===== src/rtl/keypad_scanner_if.sv =====
// Keypad-side bundle of the scanner: column sense in, row drive and key result out.
interface keypad_scanner_if;
   logic [2:0] col;         // active-low column sense, asynchronous to clock
   logic [3:0] row;         // active-low one-hot row drive
   logic [3:0] key;         // accepted key code 0..9, 10 = no key
   logic       key_strobe;  // one-cycle pulse on a newly accepted key

   // scanner side: senses columns, drives rows and the key result
   modport master (input col, output row, key, key_strobe);
   // keypad / consumer side
   modport slave  (output col, input row, key, key_strobe);
endinterface


===== src/rtl/keypad_scanner.sv =====
// 4x3 matrix keypad scanner with press/release debounce. Emits a level key code
// (0..9, 10 = none) plus a one-cycle strobe when a new key is accepted.
module keypad_scanner #(
   parameter int SCAN_DIV       = 1000,  // clocks per scan/sample tick, >= 4
   parameter int DEBOUNCE_COUNT = 4      // agreeing ticks to accept, 1..15
) (
   input  logic             clock,
   input  logic             reset,      // async, active low
   keypad_scanner_if.master kp
);
   localparam int         TW     = (SCAN_DIV > 1) ? $clog2(SCAN_DIV) : 1;
   localparam logic [3:0] NO_KEY = 4'd10;
   localparam logic [3:0] DB     = 4'(DEBOUNCE_COUNT);

   typedef enum logic [1:0] {SCAN, DEBOUNCE, HELD, RELEASE} state_t;

   state_t        state, state_n;
   logic [2:0]    col_m, col_s;
   logic [TW-1:0] tcnt;
   logic          tick;
   logic [1:0]    r, r_n, lc, lc_n, pc;
   logic [3:0]    cnt, cnt_n, key_n;
   logic          strobe_n, hit, vhit, lc_down, lc_prio;

   // rows 0..2 map to 1..9, row 3 centre column is 0; * and # never reach here
   function automatic logic [3:0] key_code(input logic [1:0] rr, input logic [1:0] cc);
      if (rr == 2'd3) return 4'd0;
      return 4'(rr) * 4'd3 + 4'(cc) + 4'd1;
   endfunction

   // two-flop synchronizer for the asynchronous column inputs; idles released
   always_ff @(posedge clock or negedge reset) begin
      if (!reset) begin
         col_m <= 3'b111;
         col_s <= 3'b111;
      end else begin
         col_m <= kp.col;
         col_s <= col_m;
      end
   end

   // free-running scan divider; tick marks the last count of each period
   always_ff @(posedge clock or negedge reset) begin
      if (!reset)    tcnt <= '0;
      else if (tick) tcnt <= '0;
      else           tcnt <= tcnt + 1'b1;
   end

   assign tick = (tcnt == TW'(SCAN_DIV - 1));

   // column priority encode (lowest pulled-low column wins) and hit qualification
   always_comb begin
      pc = 2'd2;
      if (!col_s[0])      pc = 2'd0;
      else if (!col_s[1]) pc = 2'd1;
      hit     = ~&col_s;
      // * and # on row 3 behave as if nothing were pressed
      vhit    = hit && !(r == 2'd3 && pc != 2'd1);
      lc_down = !col_s[lc];
      lc_prio = hit && (pc == lc);
   end

   // scan / debounce / hold / release decisions, only ever taken on tick
   always_comb begin
      state_n  = state;
      r_n      = r;
      lc_n     = lc;
      cnt_n    = cnt;
      key_n    = kp.key;
      strobe_n = 1'b0;
      if (tick) begin
         case (state)
            SCAN: begin
               if (vhit) begin
                  lc_n = pc;
                  if (DB == 4'd1) begin
                     key_n    = key_code(r, pc);
                     strobe_n = 1'b1;
                     state_n  = HELD;
                  end else begin
                     cnt_n   = 4'd1;
                     state_n = DEBOUNCE;
                  end
               end else begin
                  r_n = r + 2'd1;
               end
            end
            DEBOUNCE: begin
               // must stay down and stay the winning column to keep counting
               if (lc_down && lc_prio) begin
                  cnt_n = cnt + 4'd1;
                  if (cnt + 4'd1 == DB) begin
                     key_n    = key_code(r, lc);
                     strobe_n = 1'b1;
                     state_n  = HELD;
                  end
               end else begin
                  state_n = SCAN;
                  r_n     = r + 2'd1;
               end
            end
            HELD: begin
               // only the latched column matters; other keys are ignored
               if (!lc_down) begin
                  if (DB == 4'd1) begin
                     key_n   = NO_KEY;
                     state_n = SCAN;
                     r_n     = r + 2'd1;
                  end else begin
                     cnt_n   = 4'd1;
                     state_n = RELEASE;
                  end
               end
            end
            RELEASE: begin
               if (!lc_down) begin
                  cnt_n = cnt + 4'd1;
                  if (cnt + 4'd1 == DB) begin
                     key_n   = NO_KEY;
                     state_n = SCAN;
                     r_n     = r + 2'd1;
                  end
               end else begin
                  cnt_n   = 4'd0;
                  state_n = HELD;
               end
            end
            default: state_n = SCAN;
         endcase
      end
   end

   // state and registered outputs; row is decoded from the next row index so it
   // changes on the same edge as r
   always_ff @(posedge clock or negedge reset) begin
      if (!reset) begin
         state         <= SCAN;
         r             <= 2'd0;
         lc            <= 2'd0;
         cnt           <= 4'd0;
         kp.key        <= NO_KEY;
         kp.key_strobe <= 1'b0;
         kp.row        <= 4'b1110;
      end else begin
         state         <= state_n;
         r             <= r_n;
         lc            <= lc_n;
         cnt           <= cnt_n;
         kp.key        <= key_n;
         kp.key_strobe <= strobe_n;
         kp.row        <= ~(4'b0001 << r_n);
      end
   end
endmodule


===== src/flat_wrapper.sv =====
// flat-port wrapper written by rule: the top's interface ports become plain ports
module keypad_scanner_flat 
#(
   parameter int SCAN_DIV       = 1000,                                      
   parameter int DEBOUNCE_COUNT = 4                                        
)
  (clock, reset, kp_col, kp_row, kp_key, kp_key_strobe);
  keypad_scanner_if kp_i ();
  input  logic clock;
  input  logic reset;
  input wire logic [$bits(kp_i.col)-1:0] kp_col;
  output wire logic [$bits(kp_i.row)-1:0] kp_row;
  output wire logic [$bits(kp_i.key)-1:0] kp_key;
  output wire logic [$bits(kp_i.key_strobe)-1:0] kp_key_strobe;
  assign kp_i.col = kp_col;
  assign kp_row = kp_i.row;
  assign kp_key = kp_i.key;
  assign kp_key_strobe = kp_i.key_strobe;
  keypad_scanner #(.SCAN_DIV(SCAN_DIV), .DEBOUNCE_COUNT(DEBOUNCE_COUNT)) u_core (.clock(clock), .reset(reset), .kp(kp_i));
endmodule

===== config.mk =====
export PLATFORM = sky130hd
export DESIGN_NAME = keypad_scanner_flat
export DESIGN_NICKNAME = d
export VERILOG_FILES = /design/src/rtl/keypad_scanner_if.sv /design/src/rtl/keypad_scanner.sv /design/src/flat_wrapper.sv
export SDC_FILE = /design/constraint.sdc
export NUM_CORES = 1
export LEC_CHECK = 0
export BUFFER_PORTS_ARGS = -buffer_cell sky130_fd_sc_hd__buf_2
export CAP_MARGIN = 20
export CORE_MARGIN = 3
export CORE_UTILIZATION = 50
export CTS_CLUSTER_SIZE = 10
export DETAILED_ROUTE_END_ITERATION = 7
export PLACE_DENSITY = 0.79
export SKIP_LAST_GASP = 1
export SLEW_MARGIN = 10
export SYNTH_ARGS = -nofsm -noshare
export SYNTH_HDL_FRONTEND = slang
export SYNTH_SLANG_ARGS = --single-unit

===== constraint.sdc =====
create_clock -name clock -period 4.8 [get_ports clock]
set_input_delay 0.72 -clock clock [delete_from_list [all_inputs] [get_ports clock]]
set_output_delay 0.72 -clock clock [all_outputs]
set_load 0.02 [all_outputs]

# --- Word-level counts from Yosys, hierarchy flattened ---
# Cells that the tools add are included.
word_totals:
  register_bits: 35
  inputBits: 5
  output_inout_bits: 9
  wordCells: 88
classes:
  addsub: 5
  multipliers: 1
  magnitude_cmp: 1
  n_eq_ne: 16
  shifts: 1
  mux: 39
  n_bitwise: 1
  reduce_logical: 14
op_table:
  columns: ["cell", "n"]
  rows:
  - ["two-way mux 4 bit", 10]
  - ["two-way mux 2 bit", 13]
  - ["case mux 4 bit (4 select lines)", 1]
  - ["!= test 2 x 1 -> 1 bit (second input constant)", 7]
  - ["adder 10 x 1 -> 10 bit (second input constant)", 1]
  - ["equality test 10 bit (second input constant)", 1]
  - ["two-way mux 1 bit", 10]
  - ["two-way mux 10 bit", 1]
  - ["adder 4 x 1 -> 4 bit (second input constant)", 2]
  - ["case mux 2 bit (4 select lines)", 1]
  - ["case mux 4 bit (2 select lines)", 1]
  - ["equality test 2 bit (second input constant)", 3]
  - ["!= test 3 bit (second input constant)", 2]
  - ["case mux 2 bit (3 select lines)", 1]
  - ["AND reduction 3 bit", 2]
  - ["AND reduction 6 bit", 1]
  - ["AND reduction 5 bit", 1]
  - ["adder 4 x 2 -> 4 bit", 1]
  - ["equality test 4 x 3 -> 1 bit (second input constant)", 1]
  - ["logical AND 1 bit", 4]
  - ["multiplier 2 x 2 -> 4 bit (second input constant)", 1]
  - ["NOT 4 bit", 1]
  - ["AND reduction 4 bit", 1]
  - ["<< shifter 1 x 2 -> 4 bit (first input constant)", 1]
  - ["other kinds (8)", 10]

# --- Depth between registers and ports, before layout ---
logic_depth:
  depth_word: 12
  ltp_mapped: 8
  ltp_nobuf: 7

# --- Worst setup path before layout ---
# No wires, ideal clock.
synth_path:
  path_kind: "register -> register"
  startpoint: "reg u_core.r[1]"
  endpoint: "reg u_core.r[1]"
  setup_ns: 0.125
  arrival_ns: 1.958
  required_ns: 4.675
  slack_ns: 2.717
  stages_incl_launch_ff: 7
  path_buffers: 0
  period_less_slack_ns: 2.083
  cell_sequence: "dfrtp_1 -> ha_1 -> a211oi_1 -> a2111o_1 -> or2_4 -> a21boi_4 -> mux2_4"
synth_between:
  elab_chain_len: 7
  word_cells_on_any_way: 11
  classes_between: "1 x add/sub; 1 x eq/ne; 6 x mux; 3 x reduce/logical"
synth_rtl:
  columns: ["element", "line_no", "source"]
  rows:
  - ["start: declaration", "keypad_scanner.sv:21", "logic [1:0] r, r_n, lc, lc_n, pc;"]
  - ["start signal: assignment", "keypad_scanner.sv:146", "r <= r_n;"]
  - ["parallel branches: the longest is 6 deep, another holds adder 2 x 1 -> 2 bit", null, null]
  - ["two-way mux 2 bit (*)", "keypad_scanner.sv:71", "if (tick) begin"]
  - ["net u_core.r_n[1]", "keypad_scanner.sv:21", null]
# Mark *: on every way through the listed nets, which the timed path passes.
# A chain may end at the register's enable or synchronous reset.

# --- Worst setup path in the final report ---
layout_path:
  startpoint: "reg u_core.r[0]"
  endpoint: "reg u_core.r[1]"
layout_between:
  elab_chain_len: 7
  word_cells_on_any_way: 11
  classes_between: "1 x add/sub; 1 x eq/ne; 6 x mux; 3 x reduce/logical"
layout_rtl:
  columns: ["element", "line_no", "source"]
  rows:
  - ["parallel branches: the longest is 5 deep, another holds adder 2 x 1 -> 2 bit", null, null]
  - ["case mux 2 bit (3 select lines) (*)", "keypad_scanner.sv:72", "case (state)"]
  - ["two-way mux 2 bit (*)", "keypad_scanner.sv:71", null]
  - ["net u_core.r_n[1]", "keypad_scanner.sv:21", null]
# Marked as above.

==> metrics.csv <==
stage;metric;value;unit
run_status;outcome;finished, final reports clean;
sta;Period Utilization, post-route;50.4;%
placed_design;post-placement cell area;0.00197;sq mm
clock_network;hold-fix buffer count after cts;0;
routing;Detailed Route Iter0 Violations;65;
synthesis;area fraction of the dominant cell type after synthesis;31.9;%
placed_design;pre-CTS worst setup slack;2.22;ns
floorplanning;die width;67.4;microns
clock_network;CTS root buffer;sky130_fd_sc_hd__clkbuf_8;
sta;Final min period;2.42;ns
sta;final max-slew violation count;0;
setup_path;worst r2r dst;u_core.r[1]$_DFF_PN0_;
synthesis;commonest register cell after synthesis;sky130_fd_sc_hd__dfrtp_1;
synthesis;Post-Syn Area per Cell;11.0;sq um
routing;met3 layer wire length in the routed design;156;microns
setup_path;critical path peak fanout;12;
routing;remaining number of nets flagged by the antenna check after routing;0;
routing;met1 WL;1470;microns
routing;uppermost layer routed;met4;
setup_path;depth of the most critical reg-to-reg path;6;
grt;wire length of the first global-routing pass;5650;microns
clock_network;CTS clock-pin slew for the worst setup and hold paths;0.07;ns
synthesis;cell taking the most area after synthesis;sky130_fd_sc_hd__dfrtp_1;
finish;post-layout instance area;0.00209;sq mm
grt;antenna violations before repair;0;
clock_network;clock network latency to the later pin of the worst-skew pair;0.29;ns
routing;DRC violation count after routing;0;
clock_network;post-cts resize count;0;
grt;overall fraction of global-route tracks in use;17.1;%
synthesis;Seq cells post-synth;35;
clock_network;number of H-tree branching levels;2;
worst_hold_path;endpoint of the worst hold path;u_core.col_s[0]$_DFF_PN1_;
synthesis;most numerous cell in the Yosys netlist;sky130_fd_sc_hd__dfrtp_1;
routing;DRT Pass-1 Iters;4;
finish;ratio of cells with drive above 1 in the final layout;23.0;%
routing;routed length per instance;14.6;microns
synthesis;post-synth design cell area;0.00188;sq mm
sta;worst slew margin relative to its limit;51.2;%
grt;maximum number of pins on one net before global-route repair;36;
sta;Total Negative Setup Slacks;0;ns
placed_design;half-perimeter wire length of the detailed placement result;2370;microns
setup_path;endpoint arrival time on the critical path;2.59;ns
finish;Total Nets Final;199;
setup_path;critical path data required time;4.97;ns
routing;detailed-route wire length;3410;microns
clock_network;number of buffers added for setup after CTS;0;
worst_hold_path;number of instances on the worst hold path;0;
synthesis;async set-or-reset flop fraction in the synthesized netlist;100;%
sta;setup clock skew after layout;0.00797;ns
flow_run;number of maximum-capacitance constraint violations;0;
setup_path;flop2flop setup slack;2.38;ns
grt;total global routing overflow;0;
setup_path;worst reg2reg startpoint;u_core.r[0]$_DFF_PN0_;
routing;number of vias in the routed layout;1347;
sta;transition at the pin with the smallest max-transition slack;0.733;ns
floorplanning;floorplan die area;0.00454;sq mm
power;VDD IR max;0.187;mV
power;total power divided by cell area;275;mW/mm^2
synthesis;syn_nets;185;
floorplanning;effective utilization at floorplan;54.3;%
finish;number of inserted diodes;0;
setup_path;Worst setup SP type;register;
setup_path;WS Path Type;reg2reg;
sta;Highest Clock Rate;413;MHz
routing;via density per instance;5.78;
synthesis;largest cells by area after synthesis;sky130_fd_sc_hd__dfrtp_1 32%, sky130_fd_sc_hd__dfstp_2 15%, sky130_fd_sc_hd__ha_1 4.0%;
sta;post-layout worst setup margin;2.38;ns
sta;Hold Violations, Final;0;
synthesis;number of enable flip-flop cells after synthesis;0;
worst_hold_path;worst min-delay path category;reg2reg;
synthesis;most common library cells after synthesis;24 x sky130_fd_sc_hd__dfrtp_1, 12 x sky130_fd_sc_hd__nor2_1, 11 x sky130_fd_sc_hd__dfstp_2, 10 x sky130_fd_sc_hd__nand2_1, 8 x sky130_fd_sc_hd__nor2b_1;
clock_network;CTS tree;done;
routing;met2 layer wire length in the routed design;1730;microns
synthesis;post-synthesis instance total;172;
power;static leakage power;0.893;nW
clock_network;maximum buffer depth of the clock tree;2;
clock_network;Num Clock Sinks;35;
sta;setup repair after global routing missed its margin;no;
sta;final setup violation count;0;
worst_hold_path;launch instance of the worst min-delay path;u_core.col_m[0]$_DFF_PN1_;
clock_network;TritonCTS buffer count;5;
placed_design;PortBufs;13;
grt;via count of the first global-routing pass;1243;
floorplanning;placeable core region;0.00347;sq mm
synthesis;Seq/Total Area, Yosys;47.2;%
floorplanning;I/O pin cnt;14;
synthesis;count of warnings emitted by yosys;0;
floorplanning;overall die height;67.4;microns
synthesis;count of distinct cell types in the synthesized netlist;53;
floorplanning;standard-cell row count;21;
placed_design;final weighted congestion in routability-driven placement;0.806;
setup_path;capturing element type of the critical path;register;
finish;area added between synthesis and finish;10.8;%
## power breakdown
group	switching, W	internal, W
registers	0.00000290	0.000300
logic	0.00000917	0.00000464
clock network	0.000104	0.000154
total	0.000116	0.000459
## cells in the final DEF (no fill, tap or decap), types with 3 or more instances in the layout
cell type                  count
sky130_fd_sc_hd__mux2_4        3
sky130_fd_sc_hd__mux2i_1       4
sky130_fd_sc_hd__nand3_1       5
sky130_fd_sc_hd__buf_2        13
sky130_fd_sc_hd__a21oi_1       6
sky130_fd_sc_hd__o21ai_0       6
sky130_fd_sc_hd__nor2b_1       8
sky130_fd_sc_hd__dfstp_2      11
sky130_fd_sc_hd__nor3_1        4
sky130_fd_sc_hd__nand2_1      10
sky130_fd_sc_hd__clkbuf_8      5
sky130_fd_sc_hd__nor2_1       12
sky130_fd_sc_hd__a211oi_1      3
sky130_fd_sc_hd__ha_1          6
sky130_fd_sc_hd__inv_1         7
sky130_fd_sc_hd__dfrtp_1      24
sky130_fd_sc_hd__nand4_1       4
sky130_fd_sc_hd__xor2_1        6
sky130_fd_sc_hd__nand2b_1      3
sky130_fd_sc_hd__mux2_1        6
## final cells by class
class                   instances  area [sq um]
clock inverters                 3          43.8
clock buffers                   5          68.8
multi-input cells             122           926
flip-flops and latches         35           890
repair buffers                 14          72.6
fillers                       291          1380
inverters                       8          30.0
well taps                      46          57.6
## critical path: stages (launching register included)
cell and delay [ns]:
sky130_fd_sc_hd__dfrtp_1 0.57, sky130_fd_sc_hd__ha_1 0.33, sky130_fd_sc_hd__a211oi_1 0.09, sky130_fd_sc_hd__a2111o_1 0.41, sky130_fd_sc_hd__or2_4 0.26, sky130_fd_sc_hd__a21boi_4 0.30
sky130_fd_sc_hd__mux2_4 0.33
## through the flow
stage | hold WS [ns] | util (%) | total power (W) | instances
detailed placement | 0.347 | 56.7 | 0.000322 | 224
floorplan | 0.345 | - | 0.000314 | 172
finish | 0.356 | 60.2 | 0.000575 | 233
CTS | 0.357 | 60.0 | 0.000586 | 232
global route | 0.363 | 60.2 | 0.000600 | 233
global placement | 0.346 | 56.7 | 0.000321 | 224
## state kept, by name, summed over array words and instances (netlist names)
name and cells:
u_core.lc 2, u_core.col_s 3, u_core.kp.key 4, u_core.r 2
u_core.tcnt 10, u_core.col_m 3, u_core.kp.key_strobe 1, u_core.kp.row 4
u_core.state 2, u_core.cnt 4
## how the worst max path moves through the flow
stage	slack [ns]	start	endpoint
final	2.38	u_core.r[0]$_DFF_PN0_	u_core.r[1]$_DFF_PN0_
after floorplan	2.72	u_core.r[1]$_DFF_PN0_	u_core.r[1]$_DFF_PN0_
after global placement	2.34	u_core.tcnt[0]$_DFF_PN0_	u_core.kp.key[0]$_DFFE_PN0P_
after detailed placement	2.22	u_core.tcnt[0]$_DFF_PN0_	u_core.kp.key[0]$_DFFE_PN0P_
after global routing	2.26	u_core.r[0]$_DFF_PN0_	u_core.r[1]$_DFF_PN0_
after CTS	2.20	u_core.tcnt[0]$_DFF_PN0_	u_core.kp.key[0]$_DFFE_PN0P_
## cell families (layout without fill, tap and decap cells)
logic type,Yosys count,count (layout),synth area share [%]
multiplexers,13,13,8.10
AND/OR/NAND/NOR,59,59,17.8
adder cells (fa/ha/maj),8,8,6.11
flip-flops,35,35,47.2
AO/OA/AOI/OAI,34,34,13.4
buffers and inverters,15,30,3.65
XOR/XNOR,8,8,3.72
## routing by layer
metal / vias to the layer above / global-route usage, %
met1: 660 / 20.4
met3: 4 / 5.49
li1: 642 / -
met2: 41 / 27.5
met4: 0 / 9.37
met5: - / 0
Power figures use the tool's default switching activity.
